### src/rtl/idex_pkg.sv
// Shared types for the ID/EX pipeline register: occupancy states, width defaults and payload bundle.
// Payload fields are sized to the supported maximum; the stage zero-extends into them.
package idex_pkg;

  localparam int unsigned AddrWDef  = 32;
  localparam int unsigned DataWDef  = 32;
  localparam int unsigned RegWDef   = 5;
  localparam int unsigned InstrWDef = 32;
  localparam int unsigned CntWDef   = 16;

  localparam int unsigned AddrWMax  = 64;
  localparam int unsigned DataWMax  = 64;
  localparam int unsigned RegWMax   = 8;
  localparam int unsigned InstrWMax = 64;

  localparam logic [InstrWMax-1:0] Nop = '0;

  typedef enum logic [1:0] {
    StEmpty = 2'd0,
    StOne   = 2'd1,
    StTwo   = 2'd2
  } state_e;

  typedef struct packed {
    logic [AddrWMax-1:0]  addr;
    logic [DataWMax-1:0]  rd1;
    logic [DataWMax-1:0]  rd2;
    logic [DataWMax-1:0]  imm;
    logic [RegWMax-1:0]   wreg;
    logic [InstrWMax-1:0] instr;
  } payload_t;

endpackage

### src/rtl/sat_counter.sv
// Saturating up-counter: increments on inc, sticks at all-ones.
module sat_counter #(
  parameter int unsigned CNT_W = 16
) (
  input  logic             clk,
  input  logic             reset,
  input  logic             inc,
  output logic [CNT_W-1:0] count
);

  logic [CNT_W-1:0] count_q, count_d;

  always_comb begin
    count_d = count_q;
    if (inc && (count_q != '1)) begin
      count_d = count_q + 1'b1;
    end
  end

  always_ff @(posedge clk or negedge reset) begin
    if (!reset) begin
      count_q <= '0;
    end else begin
      count_q <= count_d;
    end
  end

  assign count = count_q;

endmodule

### src/rtl/idex_stage.sv
// ID/EX pipeline register built as a two-entry skid buffer with flush and a stall counter.
// Handshake outputs are flops so nothing on the input side reaches them combinationally.
module idex_stage
  import idex_pkg::*;
#(
  parameter int unsigned ADDR_W  = AddrWDef,
  parameter int unsigned DATA_W  = DataWDef,
  parameter int unsigned REG_W   = RegWDef,
  parameter int unsigned INSTR_W = InstrWDef,
  parameter int unsigned CNT_W   = CntWDef
) (
  input  logic               clk,
  input  logic               reset,
  input  logic               in_valid,
  output logic               in_ready,
  input  logic [ADDR_W-1:0]  addressin,
  input  logic [DATA_W-1:0]  regdata1in,
  input  logic [DATA_W-1:0]  regdata2in,
  input  logic [DATA_W-1:0]  signextendedin,
  input  logic [REG_W-1:0]   writeregin,
  input  logic [INSTR_W-1:0] instructionin,
  input  logic               flush,
  output logic               out_valid,
  input  logic               out_ready,
  output logic [ADDR_W-1:0]  addressout,
  output logic [DATA_W-1:0]  regdata1out,
  output logic [DATA_W-1:0]  regdata2out,
  output logic [DATA_W-1:0]  signextendedout,
  output logic [REG_W-1:0]   writeregout,
  output logic [INSTR_W-1:0] instructionout,
  output logic [CNT_W-1:0]   stall_cnt
);

  state_e   state_q, state_d;
  payload_t main_q, main_d;
  payload_t skid_q, skid_d;
  payload_t pl_in;
  logic     out_valid_q, out_valid_d;
  logic     in_ready_q, in_ready_d;
  logic     in_fire, out_fire;

  always_comb begin
    pl_in       = '0;
    pl_in.addr  = AddrWMax'(addressin);
    pl_in.rd1   = DataWMax'(regdata1in);
    pl_in.rd2   = DataWMax'(regdata2in);
    pl_in.imm   = DataWMax'(signextendedin);
    pl_in.wreg  = RegWMax'(writeregin);
    pl_in.instr = InstrWMax'(instructionin);
  end

  assign in_fire  = in_valid & in_ready_q;
  assign out_fire = out_valid_q & out_ready;

  always_comb begin
    state_d = state_q;
    main_d  = main_q;
    skid_d  = skid_q;
    unique case (state_q)
      StEmpty: begin
        if (in_fire) begin
          main_d  = pl_in;
          state_d = StOne;
        end
      end
      StOne: begin
        if (in_fire && out_fire) begin
          main_d = pl_in;
        end else if (in_fire) begin
          skid_d  = pl_in;
          state_d = StTwo;
        end else if (out_fire) begin
          state_d = StEmpty;
        end
      end
      StTwo: begin
        if (out_fire) begin
          main_d  = skid_q;
          state_d = StOne;
        end
      end
      default: state_d = StEmpty;
    endcase
    // Squash wins over any handshake in the same cycle.
    if (flush) begin
      state_d      = StEmpty;
      main_d       = '0;
      main_d.instr = Nop;
      skid_d       = '0;
    end
    out_valid_d = (state_d != StEmpty);
    in_ready_d  = (state_d != StTwo);
  end

  always_ff @(posedge clk or negedge reset) begin
    if (!reset) begin
      state_q     <= StEmpty;
      main_q      <= '0;
      skid_q      <= '0;
      out_valid_q <= 1'b0;
      in_ready_q  <= 1'b1;
    end else begin
      state_q     <= state_d;
      main_q      <= main_d;
      skid_q      <= skid_d;
      out_valid_q <= out_valid_d;
      in_ready_q  <= in_ready_d;
    end
  end

  sat_counter #(
    .CNT_W (CNT_W)
  ) u_stall_cnt (
    .clk   (clk),
    .reset (reset),
    .inc   (out_valid_q & ~out_ready),
    .count (stall_cnt)
  );

  assign in_ready        = in_ready_q;
  assign out_valid       = out_valid_q;
  assign addressout      = main_q.addr[ADDR_W-1:0];
  assign regdata1out     = main_q.rd1[DATA_W-1:0];
  assign regdata2out     = main_q.rd2[DATA_W-1:0];
  assign signextendedout = main_q.imm[DATA_W-1:0];
  assign writeregout     = main_q.wreg[REG_W-1:0];
  assign instructionout  = main_q.instr[INSTR_W-1:0];

  // Upper payload bits beyond the configured widths are always zero.
  logic unused_main;
  assign unused_main = ^main_q;

endmodule

### config.mk
export PLATFORM = sky130hd
export DESIGN_NAME = idex_stage
export DESIGN_NICKNAME = d
export VERILOG_FILES = /design/src/rtl/idex_pkg.sv /design/src/rtl/sat_counter.sv /design/src/rtl/idex_stage.sv
export SDC_FILE = /design/constraint.sdc
export NUM_CORES = 1
export LEC_CHECK = 0
export ABC_AREA = 1
export CELL_PAD_IN_SITES_DETAIL_PLACEMENT = 1
export CELL_PAD_IN_SITES_GLOBAL_PLACEMENT = 1
export CORE_UTILIZATION = 38
export DETAILED_ROUTE_END_ITERATION = 12
export GPL_ROUTABILITY_DRIVEN = 0
export PLACE_DENSITY = 0.83
export RECOVER_POWER = 50
export SYNTH_ARGS = -nofsm -noshare
export SYNTH_HDL_FRONTEND = slang
export SYNTH_HIERARCHICAL = 1
export SYNTH_SLANG_ARGS = --single-unit
### constraint.sdc
create_clock -name clk -period 1.8 [get_ports clk]
set_input_delay 0.36 -clock clk [delete_from_list [all_inputs] [get_ports clk]]
set_output_delay 0.36 -clock clk [all_outputs]
set_load 0.005 [all_outputs]
==> qor_table.md <==
| Parameter | This run | Unit |
| --- | --- | --- |
| Run status | finished clean | - |
| FP Rows | 77 | - |
| Final Cycle Share | 0.9843 | - |
| Chip height | 214.5 | um |
| Sequential Power Share | 0.398 | - |
| Top cell family by delay on the critical path | buffers and inverters | - |
| Width of the die | 214.5 | um |
| Crit path buf inv count | 1 | - |
| Number of global-route vias before repair | 18684 | - |
| Clock latency of the later-clocked register in the worst-skew pair | 570 | ps |
| Global-route usage over all layers | 0.2860 | - |
| Flip-flop and latch count after synthesis | 350 | - |
| Per-cell via count in the routed design | 5.641 | - |
| WL final | 65.77 | mm |
| Unrepaired setup endpoints after global routing | yes | - |
| Synth Warn # | 6 | - |
| MaxCap Viol Count | 0 | - |
| Kind of end point of the critical path | output pin | - |
| Global route overflow | 0 | - |
| CTS root buf | sky130_fd_sc_hd__clkbuf_16 | - |
| Slew HR | 0.3785 | - |
| Count of boundary I/O pins | 353 | - |
| Number of remaining DRC errors | 0 | - |
| Top cells by area, synth | sky130_fd_sc_hd__dfrtp_1, sky130_fd_sc_hd__nand3_1, sky130_fd_sc_hd__nand2_1 | - |
| Number of enable-type register cells in the synthesized netlist | 0 | - |
| Worst hold-check path type | input port to flip-flop | - |
| Number of design-rule violations left by the first detailed-router iteration | 1391 | - |
| R2R Path Start | u_stall_cnt/count[0] | - |
| Share of synthesized flip-flops with an asynchronous set or reset | 1.000 | - |
| Post-route worst setup slack | 28.19 | ps |
| Leakage dissipation | 11.96 | nW |
| Critical path startpoint | regdata2out[25] | - |
| Place WS | -255.1 | ps |
| Setup TNS Final | 0 | ps |
| Sequential share of the synthesized area | 0.5103 | - |
| Cell type contributing the most total cell area after synthesis | sky130_fd_sc_hd__dfrtp_1 | - |
| Share of Yosys cell area claimed by the top area cell type | 0.5088 | - |
| Worst endpoint required time | 1440 | ps |
| Count of buffers from port buffering | 352 | - |
| Switching power of the nets | 7.526 | mW |
| Count of distinct cell types in the synthesized netlist | 29 | - |
| Final HPWL DP | 40.94 | mm |
| Die outline area | 0.04603 | mm^2 |
| Worst-path cell chain | clkdlybuf4s50_1 | - |
| Worst slack on hold paths | 385.1 | ps |
| Largest driver fanout on the critical path | 2 | - |
| Most used flip-flop cell after synthesis | sky130_fd_sc_hd__dfrtp_1 | - |
| Number of hold violations in the final report | 0 | - |
| Antenna violation net count after detailed routing | 0 | - |
| Number of clock buffers inserted by TritonCTS | 42 | - |
| Leading cell types by count after synthesis | sky130_fd_sc_hd__nand2_1, sky130_fd_sc_hd__nand3_1, sky130_fd_sc_hd__dfrtp_1 | - |
| Switching Share | 0.3180 | - |
| Slowest stage cell on the critical path | sky130_fd_sc_hd__clkdlybuf4s50_1 | - |
| CTS tree | yes | - |
| Synthesized Nets | 2368 | - |
| Power Dens Cells | 1029 | mW/mm^2 |
| Largest net degree at the start of global routing | 99 | - |
| Startpoint kind of the worst setup timing path | flip-flop | - |
| Layout cell share with drive strength beyond 1 | 0.08221 | - |
| Relative contribution of the clock network to total power | 0.354 | - |
| Initial antenna violation count | 11 | - |
| WL/cell | 21.02 | um |
| Tmin final | 1772 | ps |
| Maximum cell stage delay along the critical path | 500 | ps |
| Critical path data arrival time | 1410 | ps |
| CORE AREA | 0.04441 | mm^2 |
| VDD IR max | 0.0006548 | V |
| Startpoint of the tightest hold check path | addressin[1] | - |
| Effective utilization at floorplan | 0.3865 | - |
| Vias after detailed routing | 17646 | - |
| Multi-input gate area in the final layout | 0.007343 | mm^2 |
| Area delta synth->final | 33.97 | % |
| Syn Std Cell Area | 0.01717 | mm^2 |
| First-pass GRT wire length | 106.0 | mm |
| Number of detailed-routing iterations run before antenna repair | 7 | - |
| Clock sinks | 350 | - |
| Most common cell in the synthesized netlist | sky130_fd_sc_hd__nand2_1 | - |
| Design internal power | 16.14 | mW |
| Max Clock Freq | 564.4 | MHz |
| Final-report setup violation count | 0 | - |
| Combinational group share of total power | 0.248 | - |
| Max H-tree Level | 2 | - |
| Setup Skew | 10.68 | ps |
| Number of pins with negative max-slew slack in the final report | 0 | - |
| Area taken by flip-flops and latches | 0.008776 | mm^2 |
| Clock transition at the register clock pins on the worst setup and hold paths after CTS | 60 | ps |
| Number of nets in the final layout | 2674 | - |
| Post-synthesis average cell area | 7.813 | um^2 |
| Number of cells produced by synthesis | 2197 | - |
| Clock buffer depth | 3 | - |
| Kind of critical path | flip-flop to output pin | - |
| Number of inserted filler cells in the final layout | 5368 | - |
| Actual slew at the worst max-slew pin | 932.2 | ps |
## placed cells by master, fill, tap and decap left out, types with 3 or more instances in the layout
cell type / netlist / layout
sky130_fd_sc_hd__a21oi_1: 167 / 167
sky130_fd_sc_hd__buf_12: 0 / 40
sky130_fd_sc_hd__buf_4: 15 / 53
sky130_fd_sc_hd__buf_6: 6 / 5
sky130_fd_sc_hd__clkbuf_1: 45 / 16
sky130_fd_sc_hd__clkbuf_16: 0 / 46
sky130_fd_sc_hd__clkbuf_2: 0 / 5
sky130_fd_sc_hd__clkbuf_8: 0 / 10
sky130_fd_sc_hd__clkdlybuf4s25_1: 0 / 15
sky130_fd_sc_hd__clkdlybuf4s50_1: 0 / 176
sky130_fd_sc_hd__clkinv_2: 1 / 5
sky130_fd_sc_hd__dfrtp_1: 349 / 338
sky130_fd_sc_hd__dfrtp_2: 0 / 10
sky130_fd_sc_hd__diode_2: 0 / 6
sky130_fd_sc_hd__dlygate4sd2_1: 0 / 158
sky130_fd_sc_hd__inv_1: 20 / 19
sky130_fd_sc_hd__inv_2: 5 / 3
sky130_fd_sc_hd__inv_6: 0 / 3
sky130_fd_sc_hd__nand2_1: 733 / 731
sky130_fd_sc_hd__nand2_4: 1 / 3
sky130_fd_sc_hd__nand3_1: 672 / 671
sky130_fd_sc_hd__nand4_1: 9 / 9
sky130_fd_sc_hd__nor2_1: 13 / 13
sky130_fd_sc_hd__nor2_2: 8 / 7
sky130_fd_sc_hd__xor2_1: 3 / 3
## stage by stage
step	util	instance area [um^2]	total power, mW	cells
4_1_cts	0.5167	22950	23.85	3116
2_1_floorplan	-	17170	12.13	2197
5_1_grt	0.5177	22990	24.71	3127
3_5_place_dp	0.4867	21620	15.70	3021
3_3_place_gp	0.4867	21620	15.51	3021
6_report	0.5178	23000	23.67	3128
## metal layers
metal | GRT usage | part of all wire
met5 | 0 | 0.00099
met2 | 0.4774 | 0.50
met3 | 0.05135 | 0.060
met4 | 0.1205 | 0.036
met1 | 0.3645 | 0.41
## state kept, by name, indices dropped and copies added, names as in the netlist, 5 cells and up
| signal | cells |
|---|---|
| writeregout | 5 |
| regdata1out | 32 |
| regdata2out | 32 |
| addressout | 32 |
| signextendedout | 32 |
| u_stall_cnt/count | 16 |
| instructionout | 32 |
| skid_q | 165 |
## final timing paths
kind                                              end  slack, ps  depth (start not counted)
worst min-delay path                      skid_q[265]        390                          3
worst max register to register  u_stall_cnt/count[10]         80                         10
max in group asynchronous       u_stall_cnt/count[10]        200                          4
worst max-delay path                  regdata2out[25]         30                          1
min in group asynchronous             regdata1out[30]        460                          2
worst min register to register    signextendedout[15]        470                          2
## kinds of logic (layout without fill, tap and decap cells)
logic type      after synthesis  after routing  share of synthesized area
fa+ha+maj                     1              1                  0.0007288
flops                       350            350                     0.5103
compound gates              172            172                    0.05081
buf+inv                     226            559                    0.06473
simple gates               1444           1444                     0.3714
xor+xnor                      4              4                   0.002041
other cells                   0              6                          0
## what timing repair did
action	4_1_cts	5_1_grt
endpoints found under the setup margin	162	76
hold endpoints to repair	69	0
pin swaps	0	1
buffers inserted	23	5
hold buffers	1	0
cloned	0	1
gates resized for setup	170	22
## power by group through the flow
| stage | Combinational (mW) | Clock (mW) | Sequential, mW |
|---|---|---|---|
| floorplan | 2.64 | 0 | 9.49 |
| global placement | 5.93 | 0 | 9.58 |
| detailed placement | 6.09 | 0 | 9.61 |
| CTS | 5.89 | 8.54 | 9.43 |
| global route | 6.40 | 8.78 | 9.53 |
| finish | 5.87 | 8.37 | 9.43 |
## area by class of cell
type,count,share of cell area
antenna,6,0.0006529
clock buffer,66,0.05675
clock inverter,5,0.001197
inverter,26,0.004951
multi-input combinational,1621,0.3193
sequential,350,0.3816
tap,592,0.03221
timing repair buffer,462,0.2033
Note: power is estimated with default switching activity, not from simulation.
